[src/rtl/usb_wire_tx_serializer_if.sv]
// Transmit-byte-processor to wire-serializer symbol handshake.
interface usb_wire_tx_serializer_if;
    logic [1:0] USBWireData;
    logic       USBWireCtrl;
    logic       USBWireWEn;
    logic       USBWireRdy;

    modport master (
        output USBWireData,
        output USBWireCtrl,
        output USBWireWEn,
        input  USBWireRdy
    );

    modport slave (
        input  USBWireData,
        input  USBWireCtrl,
        input  USBWireWEn,
        output USBWireRdy
    );
endinterface

[src/rtl/usb_wire_tx_serializer.sv]
// USB SIE bit-rate output stage: symbol FIFO drained one entry per bit period.
// Optional low-speed rate selection is built when USB_WIRE_TX_LOWSPEED_EN is defined.
module usb_wire_tx_serializer #(
    parameter int unsigned FIFO_DEPTH = 4,
    parameter int unsigned FS_DIV     = 4,
    parameter int unsigned LS_DIV     = 32
) (
    input  logic                     clk,
    input  logic                     rst,
    usb_wire_tx_serializer_if.slave  wire_if,
    input  logic                     fullSpeedRate,
    output logic [1:0]               TxWireDataOut,
    output logic                     TxWireOE,
    output logic                     TxIdle
);
    localparam int unsigned IDX_W = $clog2(FIFO_DEPTH);
    localparam int unsigned PTR_W = IDX_W + 1;
`ifdef USB_WIRE_TX_LOWSPEED_EN
    localparam int unsigned DIV_MAX = (LS_DIV > FS_DIV) ? LS_DIV : FS_DIV;
`else
    localparam int unsigned DIV_MAX = FS_DIV;
`endif
    localparam int unsigned DIV_W = (DIV_MAX > 1) ? $clog2(DIV_MAX) : 1;

    logic [2:0]       mem_q [FIFO_DEPTH];
    logic [2:0]       rd_entry;
    logic [PTR_W-1:0] wr_ptr_q, wr_ptr_d;
    logic [PTR_W-1:0] rd_ptr_q, rd_ptr_d;
    logic [PTR_W-1:0] count_q, count_d;
    logic [DIV_W-1:0] div_q, div_d;
    logic [DIV_W-1:0] div_last;
    logic [1:0]       data_q, data_d;
    logic             oe_q, oe_d;
    logic             idle_q, idle_d;
    logic             push, pop, tick;

`ifdef USB_WIRE_TX_LOWSPEED_EN
    logic rate_q, rate_d;
    assign div_last = rate_q ? DIV_W'(FS_DIV - 1) : DIV_W'(LS_DIV - 1);
`else
    logic unused_rate;
    assign unused_rate = fullSpeedRate;
    assign div_last    = DIV_W'(FS_DIV - 1);
`endif

    function automatic logic [PTR_W-1:0] ptr_inc(input logic [PTR_W-1:0] p);
        return (p == PTR_W'(FIFO_DEPTH - 1)) ? '0 : p + 1'b1;
    endfunction

    assign wire_if.USBWireRdy = (count_q != PTR_W'(FIFO_DEPTH));
    assign push     = wire_if.USBWireWEn && wire_if.USBWireRdy;
    assign tick     = (div_q == div_last);
    assign pop      = tick && (count_q != '0);
    assign rd_entry = mem_q[rd_ptr_q[IDX_W-1:0]];

    assign TxWireDataOut = data_q;
    assign TxWireOE      = oe_q;
    assign TxIdle        = idle_q;

    always_comb begin
        wr_ptr_d = wr_ptr_q;
        rd_ptr_d = rd_ptr_q;
        count_d  = count_q;
        data_d   = data_q;
        oe_d     = oe_q;
        idle_d   = idle_q;
        div_d    = tick ? '0 : div_q + 1'b1;
`ifdef USB_WIRE_TX_LOWSPEED_EN
        rate_d   = rate_q;
        // Rate only changes at a bit boundary while idle, so div_q is 0 when div_last moves.
        if (tick && idle_q) rate_d = fullSpeedRate;
`endif
        if (push) wr_ptr_d = ptr_inc(wr_ptr_q);
        if (pop) begin
            rd_ptr_d = ptr_inc(rd_ptr_q);
            data_d   = rd_entry[1:0];
            oe_d     = rd_entry[2];
        end
        case ({push, pop})
            2'b10:   count_d = count_q + 1'b1;
            2'b01:   count_d = count_q - 1'b1;
            default: count_d = count_q;
        endcase
        // A push always wins over the empty-tick set, even on the same cycle.
        if (push)                          idle_d = 1'b0;
        else if (tick && count_q == '0)    idle_d = 1'b1;
    end

    always_ff @(posedge clk) begin
        if (push) mem_q[wr_ptr_q[IDX_W-1:0]] <= {wire_if.USBWireCtrl, wire_if.USBWireData};
    end

    always_ff @(posedge clk) begin
        if (rst) begin
            wr_ptr_q <= '0;
            rd_ptr_q <= '0;
            count_q  <= '0;
            div_q    <= '0;
            data_q   <= '0;
            oe_q     <= 1'b0;
            idle_q   <= 1'b1;
`ifdef USB_WIRE_TX_LOWSPEED_EN
            rate_q   <= 1'b1;
`endif
        end else begin
            wr_ptr_q <= wr_ptr_d;
            rd_ptr_q <= rd_ptr_d;
            count_q  <= count_d;
            div_q    <= div_d;
            data_q   <= data_d;
            oe_q     <= oe_d;
            idle_q   <= idle_d;
`ifdef USB_WIRE_TX_LOWSPEED_EN
            rate_q   <= rate_d;
`endif
        end
    end
endmodule
[src/flat_wrapper.sv]
// flat-port wrapper written by rule: the top's interface ports become plain ports
module usb_wire_tx_serializer_flat 
#(
    parameter int unsigned FIFO_DEPTH = 4,
    parameter int unsigned FS_DIV     = 4,
    parameter int unsigned LS_DIV     = 32
)
  (clk, rst, fullSpeedRate, TxWireDataOut, TxWireOE, TxIdle, wire_if_USBWireData, wire_if_USBWireCtrl, wire_if_USBWireWEn, wire_if_USBWireRdy);
  usb_wire_tx_serializer_if wire_if_i ();
  input  logic clk;
  input  logic rst;
  input  logic fullSpeedRate;
  output logic [1:0] TxWireDataOut;
  output logic TxWireOE;
  output logic TxIdle;
  input wire logic [$bits(wire_if_i.USBWireData)-1:0] wire_if_USBWireData;
  input wire logic [$bits(wire_if_i.USBWireCtrl)-1:0] wire_if_USBWireCtrl;
  input wire logic [$bits(wire_if_i.USBWireWEn)-1:0] wire_if_USBWireWEn;
  output wire logic [$bits(wire_if_i.USBWireRdy)-1:0] wire_if_USBWireRdy;
  assign wire_if_i.USBWireData = wire_if_USBWireData;
  assign wire_if_i.USBWireCtrl = wire_if_USBWireCtrl;
  assign wire_if_i.USBWireWEn = wire_if_USBWireWEn;
  assign wire_if_USBWireRdy = wire_if_i.USBWireRdy;
  usb_wire_tx_serializer #(.FIFO_DEPTH(FIFO_DEPTH), .FS_DIV(FS_DIV), .LS_DIV(LS_DIV)) u_core (.clk(clk), .rst(rst), .wire_if(wire_if_i), .fullSpeedRate(fullSpeedRate), .TxWireDataOut(TxWireDataOut), .TxWireOE(TxWireOE), .TxIdle(TxIdle));
endmodule
[config.mk]
export PLATFORM = sky130hd
export DESIGN_NAME = usb_wire_tx_serializer_flat
export DESIGN_NICKNAME = d
export VERILOG_FILES = /design/src/rtl/usb_wire_tx_serializer_if.sv /design/src/rtl/usb_wire_tx_serializer.sv /design/src/flat_wrapper.sv
export SDC_FILE = /design/constraint.sdc
export NUM_CORES = 1
export LEC_CHECK = 0
export CAP_MARGIN = 20
export CORE_MARGIN = 8
export CORE_UTILIZATION = 55
export CTS_CLUSTER_SIZE = 16
export DETAILED_ROUTE_END_ITERATION = 12
export HOLD_SLACK_MARGIN = 0.1
export PLACE_DENSITY_LB_ADDON = 0.3
export SLEW_MARGIN = 10
export SYNTH_ARGS = -nofsm -noshare
export SYNTH_HDL_FRONTEND = slang
export SYNTH_SLANG_ARGS = --single-unit
[constraint.sdc]
create_clock -name clk -period 3.58 [get_ports clk]
set_clock_uncertainty 0.1 [all_clocks]
set_input_delay 0.358 -clock clk [delete_from_list [all_inputs] [get_ports clk]]
set_output_delay 0.358 -clock clk [all_outputs]
set_load 0.02 [all_outputs]
==> flow_results.xml <==
<?xml version="1.0" encoding="UTF-8"?>
<metrics>
  <group name="logic_synthesis">
    <metric name="post_synth.cell_area_avg" unit="um2">12.1</metric>
    <metric name="synth.lib_cells_used.distinct" unit="">28</metric>
    <metric name="post_synth_mux_area_share" unit="%">5.88</metric>
    <metric name="synth_fp_nets" unit="">110</metric>
    <metric name="number_of_warnings_reported_in_the_yosys_synthesis_log" unit="">0</metric>
    <metric name="synth_compound_gate_area_share" unit="%">8.16</metric>
    <metric name="synthesis.area" unit="um2">1150</metric>
    <metric name="synth_simple_gate_area_share" unit="%">14.3</metric>
    <metric name="post_synth_fa_ha_maj_area_fraction" unit="%">9.36</metric>
    <metric name="synth_top_family_by_area" unit="">simple AND/OR/NAND/NOR gates</metric>
    <metric name="post_synth_xor_area_fraction" unit="%">1.52</metric>
    <metric name="netlist_instances" unit="">95</metric>
    <metric name="synth.yosys.seq_area_share" unit="%">57.5</metric>
    <metric name="number_of_synthesized_register_bits" unit="">27</metric>
  </group>
  <group name="critical_path">
    <metric name="crit_required" unit="ns">3.73</metric>
    <metric name="cp.arrival" unit="ns">2.65</metric>
    <metric name="critical_path.max_fanout" unit="">10</metric>
    <metric name="worst_setup_path_start_kind" unit="">flop</metric>
    <metric name="worst_setup_path_end_kind" unit="">flop</metric>
    <metric name="timing.setup.critical_path_class" unit="">reg -&gt; reg</metric>
    <metric name="crit-reg2reg-launch" unit="">u_core.count_q[2]</metric>
    <metric name="worstRegToRegCells" unit="">8</metric>
    <metric name="r2r_slack" unit="ns">1.08</metric>
    <metric name="r2r_end" unit="">u_core.count_q[2]</metric>
  </group>
  <group name="detailed_routing">
    <metric name="drc_errors" unit="">0</metric>
    <metric name="detail_route.wirelength" unit="um">1810</metric>
    <metric name="top_layer" unit="">met4</metric>
    <metric name="detailroute.via_count" unit="">715</metric>
    <metric name="post_drt_via_cell_ratio" unit="">5.38</metric>
    <metric name="detail_route.first_pass.iterations" unit="">4</metric>
    <metric name="wirelength_met1" unit="um">799</metric>
    <metric name="dr_wl_met3" unit="um">70</metric>
    <metric name="final_antenna_net_count" unit="">0</metric>
    <metric name="dr_wl_met2" unit="um">911</metric>
    <metric name="first_iter_violations" unit="">4</metric>
    <metric name="wl_per_cell" unit="um">13.6</metric>
  </group>
  <group name="clock_tree">
    <metric name="clock_sinks" unit="">27</metric>
    <metric name="htreeDepth" unit="">1</metric>
    <metric name="clock_latency_on_the_worst_skew_pair" unit="ns">0.32</metric>
    <metric name="reg_clk_slew_reported_paths" unit="ns">0.13</metric>
    <metric name="cts_tree" unit="">done</metric>
    <metric name="cts_made_buffers" unit="">3</metric>
    <metric name="ctsRootBufferMaster" unit="">sky130_fd_sc_hd__clkbuf_4</metric>
    <metric name="cts_hold_repair.buffers" unit="">0</metric>
    <metric name="count_of_instances_resized_after_the_clock_tree_is_built" unit="">0</metric>
    <metric name="cts-root-to-sink-buffers" unit="">2</metric>
    <metric name="post_cts_buffers" unit="">0</metric>
  </group>
  <group name="global_routing">
    <metric name="grt.total_usage" unit="%">11.5</metric>
    <metric name="number_of_global_route_vias_before_repair" unit="">748</metric>
    <metric name="grt_antenna_before_repair" unit="">0</metric>
    <metric name="global_route.overflow_total" unit="">0</metric>
    <metric name="grt_pass1_wl" unit="um">3150</metric>
    <metric name="grt_max_degree" unit="">16</metric>
  </group>
  <group name="status">
    <metric name="run_status" unit="">completed</metric>
  </group>
  <group name="sta">
    <metric name="rsz_0062_raised_after_global_routing" unit="">false</metric>
    <metric name="count_of_endpoints_failing_setup_in_the_final_report" unit="">0</metric>
    <metric name="min_period_over_period" unit="%">69.8</metric>
    <metric name="max_freq" unit="GHz">0.400</metric>
    <metric name="hold_viol_final" unit="">0</metric>
    <metric name="max_slew_margin" unit="%">52.2</metric>
    <metric name="final.min_clock_period" unit="ns">2.50</metric>
    <metric name="slew_violations" unit="">0</metric>
    <metric name="max_slew.worst_pin.slew" unit="ns">0.711</metric>
    <metric name="timing.setup.tns" unit="ns">0</metric>
    <metric name="final_critical_path_setup_slack" unit="ns">1.08</metric>
  </group>
  <group name="cells_and_area">
    <metric name="layout.cells.non_filler" unit="">133</metric>
    <metric name="finish.net_count" unit="">122</metric>
    <metric name="antennaDiodeCount" unit="">0</metric>
    <metric name="syn_to_final_growth" unit="%">12.9</metric>
    <metric name="layout-drive-gt1-share" unit="%">10.4</metric>
    <metric name="fin_util" unit="%">66.2</metric>
    <metric name="finalInstanceArea" unit="um2">1300</metric>
    <metric name="final_common_cell" unit="">sky130_fd_sc_hd__dfxtp_1</metric>
    <metric name="most-common-layout-cells" unit="">15 x sky130_fd_sc_hd__dfxtp_1, 12 x sky130_fd_sc_hd__edfxtp_1, 10 x sky130_fd_sc_hd__a21oi_1, 10 x sky130_fd_sc_hd__clkdlybuf4s50_1, 9 x sky130_fd_sc_hd__nand2_1</metric>
  </group>
  <group name="floorplan">
    <metric name="initial_utilization" unit="%">58.6</metric>
    <metric name="die_span_in_y" unit="um">61.7</metric>
    <metric name="die_area" unit="um2">3810</metric>
    <metric name="rows" unit="">16</metric>
    <metric name="die_width" unit="um">61.7</metric>
    <metric name="ios" unit="">12</metric>
    <metric name="coreArea" unit="um2">1960</metric>
  </group>
  <group name="min_path">
    <metric name="hold-path-cell-count" unit="">1</metric>
    <metric name="hp-class" unit="">reg -&gt; reg</metric>
    <metric name="min-delay-start" unit="">u_core.div_q[0]</metric>
    <metric name="hold_path_end" unit="">u_core.div_q[0]</metric>
  </group>
  <group name="pwr">
    <metric name="power-per-cell-area" unit="nW/um2">414</metric>
    <metric name="power.static_leakage" unit="nW">0.482</metric>
    <metric name="vdd_ir_drop_max" unit="mV">0.351</metric>
  </group>
  <group name="placed_design">
    <metric name="buffer_ports.inserted" unit="">10</metric>
    <metric name="place_ws" unit="ns">1.07</metric>
    <metric name="place.detailed.instances" unit="">129</metric>
    <metric name="hpwl" unit="um">1380</metric>
    <metric name="globalplace.congestion" unit="">0.694</metric>
    <metric name="dpl_cell_area" unit="um2">1270</metric>
  </group>
  <group name="run">
    <metric name="cap_violations" unit="">0</metric>
  </group>
</metrics>
stage by stage:
| stage | hold slack (ns) | power (mW) |
|---|---|---|
| 5_1_grt | 0.370 | 0.564 |
| 4_1_cts | 0.357 | 0.545 |
| 3_3_place_gp | 0.312 | 0.414 |
| 3_5_place_dp | 0.335 | 0.418 |
| 2_1_floorplan | 0.300 | 0.396 |
| 6_report | 0.347 | 0.538 |
sequential cells by signal, indices dropped and copies added, names as in the netlist:
| signal | cells |
|---|---|
| u_core.count_q | 3 |
| u_core.mem_q | 12 |
| u_core.wr_ptr_q | 3 |
| u_core.TxIdle | 1 |
| u_core.TxWireOE | 1 |
| u_core.TxWireDataOut | 2 |
| u_core.div_q | 2 |
| u_core.rd_ptr_q | 3 |
how the worst max path moves through the flow:
stage	from	end
after global placement	wire_if_USBWireWEn	u_core.count_q[2]
after floorplan	u_core.count_q[2]	u_core.count_q[2]
after CTS	u_core.count_q[2]	u_core.count_q[2]
after detailed placement	wire_if_USBWireWEn	u_core.count_q[2]
final	u_core.count_q[2]	u_core.count_q[2]
after global routing	u_core.count_q[2]	u_core.count_q[2]
where the power goes:
group / internal (mW) / switching, mW
logic: 0.0293 / 0.0317
clock network: 0.0419 / 0.0859
registers: 0.338 / 0.0106
final cells by class:
cell class | instances | area (um2)
Tap cell | 27 | 33.8
Clock buffer | 3 | 22.5
Timing Repair Buffer | 10 | 100
Multi-Input combinational cell | 58 | 450
Fill cell | 169 | 663
Sequential cell | 27 | 661
Inverter | 7 | 26.3
Clock inverter | 1 | 5.00
critical path, stage by stage (launching register included):
cell and delay [ns]:
sky130_fd_sc_hd__dfxtp_1 0.42, sky130_fd_sc_hd__or3b_1 0.51, sky130_fd_sc_hd__nand2_1 0.16, sky130_fd_sc_hd__ha_1 0.20, sky130_fd_sc_hd__inv_1 0.06, sky130_fd_sc_hd__fa_1 0.37
sky130_fd_sc_hd__xor2_1 0.16, sky130_fd_sc_hd__or3_1 0.30, sky130_fd_sc_hd__a21oi_1 0.14
cell families (layout without fill, tap and decap cells):
kind of cell | Yosys count | after routing
AOI/OAI and AO/OA | 16 | 16
xor gates and xnor gates | 2 | 2
adders and majority gates | 8 | 8
buffers and inverters | 10 | 21
DFF | 27 | 27
muxes | 3 | 3
and+or+nand+nor | 29 | 29
synthesized netlist by cell type:
cell | count | area [um2]
sky130_fd_sc_hd__and3_1 | 3 | 18.8
sky130_fd_sc_hd__ha_1 | 7 | 87.6
sky130_fd_sc_hd__fa_1 | 1 | 20.0
sky130_fd_sc_hd__edfxtp_1 | 12 | 360
sky130_fd_sc_hd__nand3b_1 | 1 | 7.51
sky130_fd_sc_hd__inv_2 | 1 | 3.75
sky130_fd_sc_hd__nand2b_1 | 3 | 18.8
sky130_fd_sc_hd__nand3_1 | 1 | 5.00
sky130_fd_sc_hd__a21oi_1 | 10 | 50.1
sky130_fd_sc_hd__xor2_1 | 2 | 17.5
sky130_fd_sc_hd__o21ai_0 | 1 | 5.00
sky130_fd_sc_hd__o31ai_1 | 1 | 7.51
sky130_fd_sc_hd__buf_2 | 1 | 5.00
sky130_fd_sc_hd__nor3_1 | 2 | 10.0
sky130_fd_sc_hd__a31o_2 | 1 | 8.76
sky130_fd_sc_hd__nand4_1 | 2 | 12.5
sky130_fd_sc_hd__mux4_2 | 3 | 67.6
sky130_fd_sc_hd__clkbuf_1 | 2 | 7.51
sky130_fd_sc_hd__nor3b_1 | 1 | 7.51
sky130_fd_sc_hd__nor3b_2 | 1 | 12.5
sky130_fd_sc_hd__nand2_1 | 9 | 33.8
sky130_fd_sc_hd__inv_1 | 6 | 22.5
sky130_fd_sc_hd__or3b_1 | 1 | 8.76
sky130_fd_sc_hd__or3_1 | 1 | 6.26
sky130_fd_sc_hd__nor2_1 | 3 | 11.3
sky130_fd_sc_hd__dfxtp_1 | 15 | 300
sky130_fd_sc_hd__and3_4 | 1 | 11.3
sky130_fd_sc_hd__a21o_1 | 3 | 22.5
layer usage:
layer | vias up | GRT usage, %
met5 | - | 0
met4 | 0 | 4.55
met3 | 4 | 4.32
met2 | 9 | 19.6
met1 | 340 | 12.4
li1 | 362 | -
(Power assumes the default switching activity.)
